===== src/rtl/mem_access_stage.sv =====
// MIPS MEM pipeline stage: sized loads/stores over a req/ack data-memory port with timeout,
// upstream stall, BEQ/BNE resolution and registered MEM/WB outputs.
module mem_access_stage #(
    parameter int unsigned DATA_W  = 32,
    parameter int unsigned REG_W   = 5,
    parameter int unsigned TIMEOUT = 16
) (
    input  logic                clk,
    input  logic                reset,
    input  logic                ex_valid,
    input  logic [DATA_W-1:0]   ex_alu_result,
    input  logic [DATA_W-1:0]   ex_wdata,
    input  logic [DATA_W-1:0]   ex_branch_addr,
    input  logic                ex_zero,
    input  logic [REG_W-1:0]    ex_regdest,
    input  logic                ex_reg_write,
    input  logic                ex_branch,
    input  logic                ex_branch_ne,
    input  logic                ex_mem_read,
    input  logic                ex_mem_write,
    input  logic [1:0]          ex_size,
    input  logic                ex_unsigned,
    output logic                mem_req,
    output logic                mem_we,
    output logic [DATA_W-1:0]   mem_addr,
    output logic [DATA_W-1:0]   mem_wdata,
    output logic [DATA_W/8-1:0] mem_be,
    input  logic [DATA_W-1:0]   mem_rdata,
    input  logic                mem_ack,
    output logic                stall,
    output logic                pcsrc,
    output logic [DATA_W-1:0]   pcsrc_addr,
    output logic                wb_valid,
    output logic                wb_reg_write,
    output logic                wb_mem_to_reg,
    output logic [DATA_W-1:0]   wb_read_data,
    output logic [DATA_W-1:0]   wb_alu_result,
    output logic [REG_W-1:0]    wb_regdest,
    output logic                misalign_exc,
    output logic                bus_err
);

    localparam int unsigned BE_W  = DATA_W / 8;
    localparam int unsigned OFF_W = $clog2(BE_W);
    localparam int unsigned CNT_W = (TIMEOUT > 1) ? $clog2(TIMEOUT) : 1;
    localparam logic [CNT_W-1:0] CNT_LAST = CNT_W'((TIMEOUT == 0) ? 0 : TIMEOUT - 1);

    typedef enum logic [0:0] {StIdle, StAccess} state_e;

    state_e              state_q, state_d;
    logic [CNT_W-1:0]    cnt_q, cnt_d;
    logic                mem_req_q, mem_req_d;
    logic                mem_we_q, mem_we_d;
    logic [DATA_W-1:0]   mem_addr_q, mem_addr_d;
    logic [DATA_W-1:0]   mem_wdata_q, mem_wdata_d;
    logic [BE_W-1:0]     mem_be_q, mem_be_d;
    logic [OFF_W-1:0]    off_q, off_d;
    logic [1:0]          size_q, size_d;
    logic                unsigned_q, unsigned_d;
    logic                read_q, read_d;
    logic                reg_write_q, reg_write_d;
    logic [REG_W-1:0]    regdest_q, regdest_d;
    logic [DATA_W-1:0]   alu_q, alu_d;
    logic                wb_valid_q, wb_valid_d;
    logic                wb_reg_write_q, wb_reg_write_d;
    logic                wb_mem_to_reg_q, wb_mem_to_reg_d;
    logic [DATA_W-1:0]   wb_read_data_q, wb_read_data_d;
    logic [DATA_W-1:0]   wb_alu_result_q, wb_alu_result_d;
    logic [REG_W-1:0]    wb_regdest_q, wb_regdest_d;
    logic                misalign_q, misalign_d;
    logic                bus_err_q, bus_err_d;

    logic [OFF_W-1:0]    off;
    logic                is_mem;
    logic                misaligned;
    logic                timeout;
    logic [BE_W-1:0]     be_new;
    logic [DATA_W-1:0]   wdata_sh;
    logic [DATA_W-1:0]   rdata_sh;
    logic [DATA_W-1:0]   load_ext;

    assign off      = ex_alu_result[OFF_W-1:0];
    assign is_mem   = ex_mem_read | ex_mem_write;
    assign wdata_sh = ex_wdata << {off, 3'b000};
    assign rdata_sh = mem_rdata >> {off_q, 3'b000};
    assign timeout  = (TIMEOUT != 0) && (cnt_q == CNT_LAST);

    always_comb begin
        misaligned = 1'b0;
        be_new     = '0;
        case (ex_size)
            2'b00: begin
                be_new = BE_W'(1) << off;
            end
            2'b01: begin
                misaligned = off[0];
                be_new     = BE_W'(3) << off;
            end
            2'b10: begin
                misaligned = |off[1:0];
                be_new     = BE_W'(4'hF) << off;
            end
            default: begin
                // Dword only exists on the 64-bit datapath.
                misaligned = (DATA_W == 32) ? 1'b1 : |off;
                be_new     = '1;
            end
        endcase
    end

    always_comb begin
        load_ext = rdata_sh;
        case (size_q)
            2'b00: load_ext = unsigned_q ? DATA_W'(rdata_sh[7:0])
                                         : DATA_W'($signed(rdata_sh[7:0]));
            2'b01: load_ext = unsigned_q ? DATA_W'(rdata_sh[15:0])
                                         : DATA_W'($signed(rdata_sh[15:0]));
            2'b10: load_ext = unsigned_q ? DATA_W'(rdata_sh[31:0])
                                         : DATA_W'($signed(rdata_sh[31:0]));
            default: load_ext = rdata_sh;
        endcase
    end

    always_comb begin
        state_d         = state_q;
        cnt_d           = cnt_q;
        mem_req_d       = mem_req_q;
        mem_we_d        = mem_we_q;
        mem_addr_d      = mem_addr_q;
        mem_wdata_d     = mem_wdata_q;
        mem_be_d        = mem_be_q;
        off_d           = off_q;
        size_d          = size_q;
        unsigned_d      = unsigned_q;
        read_d          = read_q;
        reg_write_d     = reg_write_q;
        regdest_d       = regdest_q;
        alu_d           = alu_q;
        wb_valid_d      = wb_valid_q;
        wb_reg_write_d  = wb_reg_write_q;
        wb_mem_to_reg_d = wb_mem_to_reg_q;
        wb_read_data_d  = wb_read_data_q;
        wb_alu_result_d = wb_alu_result_q;
        wb_regdest_d    = wb_regdest_q;
        misalign_d      = 1'b0;
        bus_err_d       = 1'b0;
        stall           = 1'b0;

        case (state_q)
            StIdle: begin
                if (ex_valid && is_mem && misaligned) begin
                    misalign_d     = 1'b1;
                    wb_valid_d     = 1'b0;
                    wb_reg_write_d = 1'b0;
                end else if (ex_valid && is_mem) begin
                    stall       = 1'b1;
                    state_d     = StAccess;
                    cnt_d       = '0;
                    mem_req_d   = 1'b1;
                    mem_we_d    = ex_mem_write;
                    mem_addr_d  = {ex_alu_result[DATA_W-1:OFF_W], {OFF_W{1'b0}}};
                    mem_wdata_d = wdata_sh;
                    mem_be_d    = be_new;
                    off_d       = off;
                    size_d      = ex_size;
                    unsigned_d  = ex_unsigned;
                    read_d      = ex_mem_read;
                    reg_write_d = ex_reg_write;
                    regdest_d   = ex_regdest;
                    alu_d       = ex_alu_result;
                    wb_valid_d  = 1'b0;
                end else begin
                    wb_valid_d      = ex_valid;
                    wb_reg_write_d  = ex_reg_write;
                    wb_mem_to_reg_d = 1'b0;
                    wb_alu_result_d = ex_alu_result;
                    wb_regdest_d    = ex_regdest;
                end
            end
            StAccess: begin
                stall = ~mem_ack & ~timeout;
                if (mem_ack || timeout) begin
                    state_d     = StIdle;
                    mem_req_d   = 1'b0;
                    mem_we_d    = 1'b0;
                    mem_addr_d  = '0;
                    mem_wdata_d = '0;
                    mem_be_d    = '0;
                end
                // Ack takes priority over a coincident timeout.
                if (mem_ack) begin
                    wb_valid_d      = 1'b1;
                    wb_reg_write_d  = reg_write_q;
                    wb_mem_to_reg_d = read_q;
                    wb_read_data_d  = load_ext;
                    wb_alu_result_d = alu_q;
                    wb_regdest_d    = regdest_q;
                end else if (timeout) begin
                    bus_err_d      = 1'b1;
                    wb_valid_d     = 1'b0;
                    wb_reg_write_d = 1'b0;
                end else begin
                    cnt_d = cnt_q + 1'b1;
                end
            end
            default: state_d = StIdle;
        endcase
    end

    always_ff @(posedge clk or posedge reset) begin
        if (reset) begin
            state_q         <= StIdle;
            cnt_q           <= '0;
            mem_req_q       <= 1'b0;
            mem_we_q        <= 1'b0;
            mem_addr_q      <= '0;
            mem_wdata_q     <= '0;
            mem_be_q        <= '0;
            off_q           <= '0;
            size_q          <= '0;
            unsigned_q      <= 1'b0;
            read_q          <= 1'b0;
            reg_write_q     <= 1'b0;
            regdest_q       <= '0;
            alu_q           <= '0;
            wb_valid_q      <= 1'b0;
            wb_reg_write_q  <= 1'b0;
            wb_mem_to_reg_q <= 1'b0;
            wb_read_data_q  <= '0;
            wb_alu_result_q <= '0;
            wb_regdest_q    <= '0;
            misalign_q      <= 1'b0;
            bus_err_q       <= 1'b0;
        end else begin
            state_q         <= state_d;
            cnt_q           <= cnt_d;
            mem_req_q       <= mem_req_d;
            mem_we_q        <= mem_we_d;
            mem_addr_q      <= mem_addr_d;
            mem_wdata_q     <= mem_wdata_d;
            mem_be_q        <= mem_be_d;
            off_q           <= off_d;
            size_q          <= size_d;
            unsigned_q      <= unsigned_d;
            read_q          <= read_d;
            reg_write_q     <= reg_write_d;
            regdest_q       <= regdest_d;
            alu_q           <= alu_d;
            wb_valid_q      <= wb_valid_d;
            wb_reg_write_q  <= wb_reg_write_d;
            wb_mem_to_reg_q <= wb_mem_to_reg_d;
            wb_read_data_q  <= wb_read_data_d;
            wb_alu_result_q <= wb_alu_result_d;
            wb_regdest_q    <= wb_regdest_d;
            misalign_q      <= misalign_d;
            bus_err_q       <= bus_err_d;
        end
    end

    assign pcsrc      = (state_q == StIdle) & ex_valid & ex_branch & (ex_zero ^ ex_branch_ne);
    assign pcsrc_addr = ex_branch_addr;

    assign mem_req       = mem_req_q;
    assign mem_we        = mem_we_q;
    assign mem_addr      = mem_addr_q;
    assign mem_wdata     = mem_wdata_q;
    assign mem_be        = mem_be_q;
    assign wb_valid      = wb_valid_q;
    assign wb_reg_write  = wb_reg_write_q;
    assign wb_mem_to_reg = wb_mem_to_reg_q;
    assign wb_read_data  = wb_read_data_q;
    assign wb_alu_result = wb_alu_result_q;
    assign wb_regdest    = wb_regdest_q;
    assign misalign_exc  = misalign_q;
    assign bus_err       = bus_err_q;

endmodule


===== config.mk =====
export PLATFORM = sky130hd
export DESIGN_NAME = mem_access_stage
export DESIGN_NICKNAME = d
export VERILOG_FILES = /design/src/rtl/mem_access_stage.sv
export SDC_FILE = /design/constraint.sdc
export NUM_CORES = 1
export LEC_CHECK = 0
export CAP_MARGIN = 40
export CORE_MARGIN = 5
export CORE_UTILIZATION = 55
export CTS_BUF_LIST = sky130_fd_sc_hd__clkbuf_8
export CTS_CLUSTER_SIZE = 30
export DETAILED_ROUTE_END_ITERATION = 8
export DONT_BUFFER_PORTS = 1
export GPL_ROUTABILITY_DRIVEN = 0
export PLACE_DENSITY_LB_ADDON = 0.3
export SLEW_MARGIN = 5
export SYNTH_ARGS = -nofsm -noshare
export SYNTH_HDL_FRONTEND = slang
export SYNTH_SLANG_ARGS = --single-unit

===== constraint.sdc =====
create_clock -name clk -period 8.6 [get_ports clk]
set_input_delay 2.15 -clock clk [delete_from_list [all_inputs] [get_ports clk]]
set_output_delay 2.15 -clock clk [all_outputs]
set_load 0.02 [all_outputs]

Yosys cells after proc, flatten, opt, wreduce, memory -nomap -nowiden
Cells that the tools add are included.
{ "classes": {"add_sub_neg": 1, "eq_ne": 13, "shift": 5, "mux": 59, "bitwise": 10, "reduce_logical": 12} }
{ "op_table": {"columns": ["op", "n"], "rows": [
  ["$mux W32", 10],
  ["$pmux W32 S2", 4],
  ["$shl A32 B5 Y32", 1],
  ["$shr A32 B5 Y32", 1],
  ["$mux W4", 7],
  ["$mux W1", 23],
  ["$pmux W4 S2", 2],
  ["$mux W5", 3],
  ["$pmux W1 S2", 7],
  ["$ne A2 B2 Y1 const B", 6],
  ["$pmux W4 S3", 1],
  ["$pmux W5 S2", 1],
  ["$reduce_and A3 Y1", 3],
  ["$add A4 B1 Y4 const B", 1],
  ["$and A1 B1 Y1", 4],
  ["$eq A2 B1 Y1 const B", 2],
  ["$eq A4 B4 Y1 const B", 1],
  ["$logic_not A2 Y1", 2],
  ["$not A1 Y1", 4],
  ["$reduce_and A2 Y1", 2],
  ["$reduce_and A4 Y1", 1],
  ["$shl A1 B2 Y4 const A", 1],
  ["$shl A2 B2 Y4 const A", 1],
  ["$shl A4 B2 Y4 const A", 1],
  ["other kinds (10)", 11]
]} }
{ "word_totals": {"reg_bits": 193, "input_bits": 146, "output_inout_bits": 178} }

Longest topological paths before layout
{ "depth": {"depth_word": 5, "depth_mapped": 8, "ltp_nobuf": 7} }

Worst setup path before layout
No wires, ideal clock.
{ "synth_timing": {"path_type": "input -> output", "from": "input ex_size[0]", "to": "output stall", "arrival_ps": 3446, "slack_ps": 3004, "path_stages": 6, "cell_sequence": "inv_1 ha_1 or2_2 a2111oi_4 nor2_1 inv_1"} }
{ "synth_between": {"elab_chain_len": 5, "elab_cells_between_ends": 7, "cone_classes": "eq/ne: 2; mux: 3; reduce/logical: 2"} }
{ "synth_rtl": {"columns": ["item", "line_no", "rtl"], "rows": [
  ["start, declared", "21", "input logic [1:0] ex_size,"],
  ["$eq A2 B2 Y1 (tied with other cells)", "91", "case (ex_size)"],
  ["$pmux W1 S3 (*)", "91", null],
  ["$logic_and A1 B1 Y1 (*)", "151", "if (ex_valid && is_mem && misaligned) begin"],
  ["$mux W1 (*)", "151", null],
  ["$pmux W1 S2 (*)", "149", "case (state_q)"],
  ["end, declared", "30", "output logic stall,"]
]} }
Mark *: on every way between the ends. The rest lies on a longest branch, timed or not.

Worst setup path after layout
Ends and elaborated chain as after synthesis.

==> summary.md <==
| Metric | Value |
|---|---|
| Status | `completed` |
| CTS H-tree depth | `4` |
| Power Dens Cells | `287.6 mW/mm^2` |
| # hold bufs at CTS | `0` |
| HP Class | `reg2reg` |
| Max-cap violations | `0` |
| GRT Residual Overflow | `0` |
| Clk root buf | `clkbuf_8` |
| Total Neg Setup Slack | `0 ns` |
| Yosys top cell by area | `dfrtp_1` |
| Post-Syn Area | `0.008636 mm^2` |
| Total chip power | `2.582 mW` |
| Post-Layout Inst Area | `0.008980 mm^2` |
| DR vias | `5,558` |
| First DRT Iteration DRCs | `280` |
| Nets | `819` |
| Slew @ Worst Pin | `0.7817 ns` |
| Yosys cell types | `46` |
| Drt first pass iters | `4` |
| Most frequent cells in the layout | `dfrtp_1 (188), mux2i_1 (69), o21ai_0 (58)` |
| Layout cells sized above 1 | `0.1380` |
| CTS tree | `yes` |
| Latest clock arrival within the worst-skew pair | `0.46 ns` |
| First-pass GRT wire length | `31,780 um` |
| RSZ-0062 raised after global routing | `no` |
| Residual DRC | `0` |
| CTS Buffer Depth | `2` |
| #FFs+latches synth | `189` |
| Floorplan Core Area | `0.01531 mm^2` |
| Worst setup SP type | `primary input` |
| Sequential fraction of the synthesis area | `0.5477` |
| Vias in the first global route | `5,733` |
| Top cells by area, synth | `dfrtp_1 (55%), mux2i_1 (8.0%), mux2_2 (5.6%)` |
| Top cell type's share of synthesized area | `0.5477` |
| Min Clock Period, post-route | `5.606 ns` |
| Post-Syn Instances | `725` |
| Detail Route Antenna Nets | `0` |
| Worst Setup Path Type | `in2out` |
| Detailed Route WL | `20,070 um` |
| Post-CTS setup buffers | `0` |
| FMAX | `178.4 MHz` |
| Sink Count | `189` |
| Setup Viol. Count Final | `0` |
| Die Area | `0.01831 mm^2` |
| Synth Warn # | `0` |
| Layout Skew | `0.01216 ns` |
| Hold Path Depth | `1` |
| Clock transition time at the flip-flop clock pins of the worst setup and hold paths | `0.10 ns` |
| Fin. max-slew vios | `0` |
| Cell Area, Placed | `0.008577 mm^2` |
| Avg Synthesized Cell Area | `11.91 um^2` |
| Max rail drop VDD | `0.0001247 V` |
| I/O pin total | `324` |
| WL per Instance | `22.50 um` |
| Rel. slew slack | `0.4789` |
| Initial antenna violation count | `0` |
| Row cnt | `45` |
| Final hold slack | `0.4946 ns` |
| Antenna fix cells | `0` |
| Commonest non-fill, non-tap cell in the layout | `dfrtp_1` |
| Leakage | `3.954 nW` |
| Reg2Reg Depth | `6` |
| CP endpoint kind | `primary output` |
| Die width | `135.3 um` |
| GRT Resource Usage Total | `0.2194` |
| Post-CTS Resized | `0` |
| Buffers added on ports | `0` |
| Area grow syn2layout | `3.984%` |
| Arrival time at the worst endpoint | `3.46 ns` |
| Crit path max fanout | `5` |
| CP Data Required Time | `6.45 ns` |
| Post-DP HPWL | `14,050 um` |
| Vias per std cell | `6.231` |
| Die Span Y | `135.3 um` |
| Final hold violation count | `0` |
| Starting Density | `0.5639` |
| Total CTS buffers | `17` |
| Largest net degree at the start of global routing | `107` |
| Final period util | `0.6519` |
layout make-up:
class                           instances  area, um^2
Sequential cell                       189        4731
Inverter                                6       30.03
Clock inverter                         15       168.9
Tap cell                              211       264.0
Multi-Input combinational cell        443        3426
Clock buffer                           17       234.0
Fill cell                            1276        6335
Timing Repair Buffer                   11       126.4
cells by family after synthesis:
family / count (synthesis) / synth area share
AO/OA/AOI/OAI: 200 / 0.1721
flip-flops: 189 / 0.5477
multiplexers: 120 / 0.1478
AND/OR/NAND/NOR: 114 / 0.06404
buffers and inverters: 94 / 0.05868
adder cells (fa/ha/maj): 5 / 0.007244
XOR/XNOR: 2 / 0.002029
other: 1 / 0.0004342
power breakdown:
group / switching [mW] / total (mW) / leakage, nW / internal (mW)
registers: 0.394 / 1.51 / 2.35 / 1.11
logic: 0.232 / 0.480 / 1.41 / 0.248
clock network: 0.348 / 0.594 / 0.203 / 0.245
critical path: stages:
cell	delay (ns)
inv_1	0.02
ha_1	0.22
or2_2	0.33
a2111oi_4	0.32
nor2_1	0.13
inv_1	0.28
Yosys cell counts (all sizes together):
cell	number
a2111oi	1
a211o	9
a211oi	8
a21boi	1
a21o	2
a21oi	11
a221o	3
a22o	51
a2bb2oi	7
a311o	1
a31oi	1
a32o	8
and2	10
and3	1
and3b	1
and4	1
buf	59
clkbuf	29
conb	1
dfrtp	189
ha	5
inv	6
mux2	50
mux2i	69
mux4	1
nand2	54
nand2b	6
nand3	2
nor2	15
nor2b	20
nor3	2
nor3b	1
o21a	9
o21ai	60
o21bai	2
o22a	16
o22ai	1
o2bb2ai	8
o31a	1
or2	1
xnor2	1
xor2	1
layer usage:
metal  global-route usage  vias up  part of all wire
met5                    0        -                 0
met3              0.09175       35              0.10
met2               0.3590      235              0.49
met1               0.2657     2812              0.39
li1                     -     2476                 -
met4              0.06775        0             0.017
per-stage QoR:
step	instances	worst slack [ns]	utilization
3_3_place_gp	857	3.014	0.5557
3_5_place_dp	860	3.012	0.5600
2_1_floorplan	726	1.308	-
5_1_grt	892	2.877	0.5864
6_report	892	2.994	0.5864
4_1_cts	892	2.997	0.5864
final timing paths:
path / start / end / slack, ns
setup / recovery: ex_size[0] / stall / 2.99
setup reg to reg: state_q / alu_q[28] / 5.44
min in group asynchronous: reset / mem_wdata[25] / 1.66
max in group asynchronous: reset / wb_alu_result[27] / 5.72
hold reg to reg: alu_q[4] / alu_q[4] / 0.49
hold / removal: alu_q[4] / alu_q[4] / 0.49
Note: power is estimated with default switching activity, not from simulation.
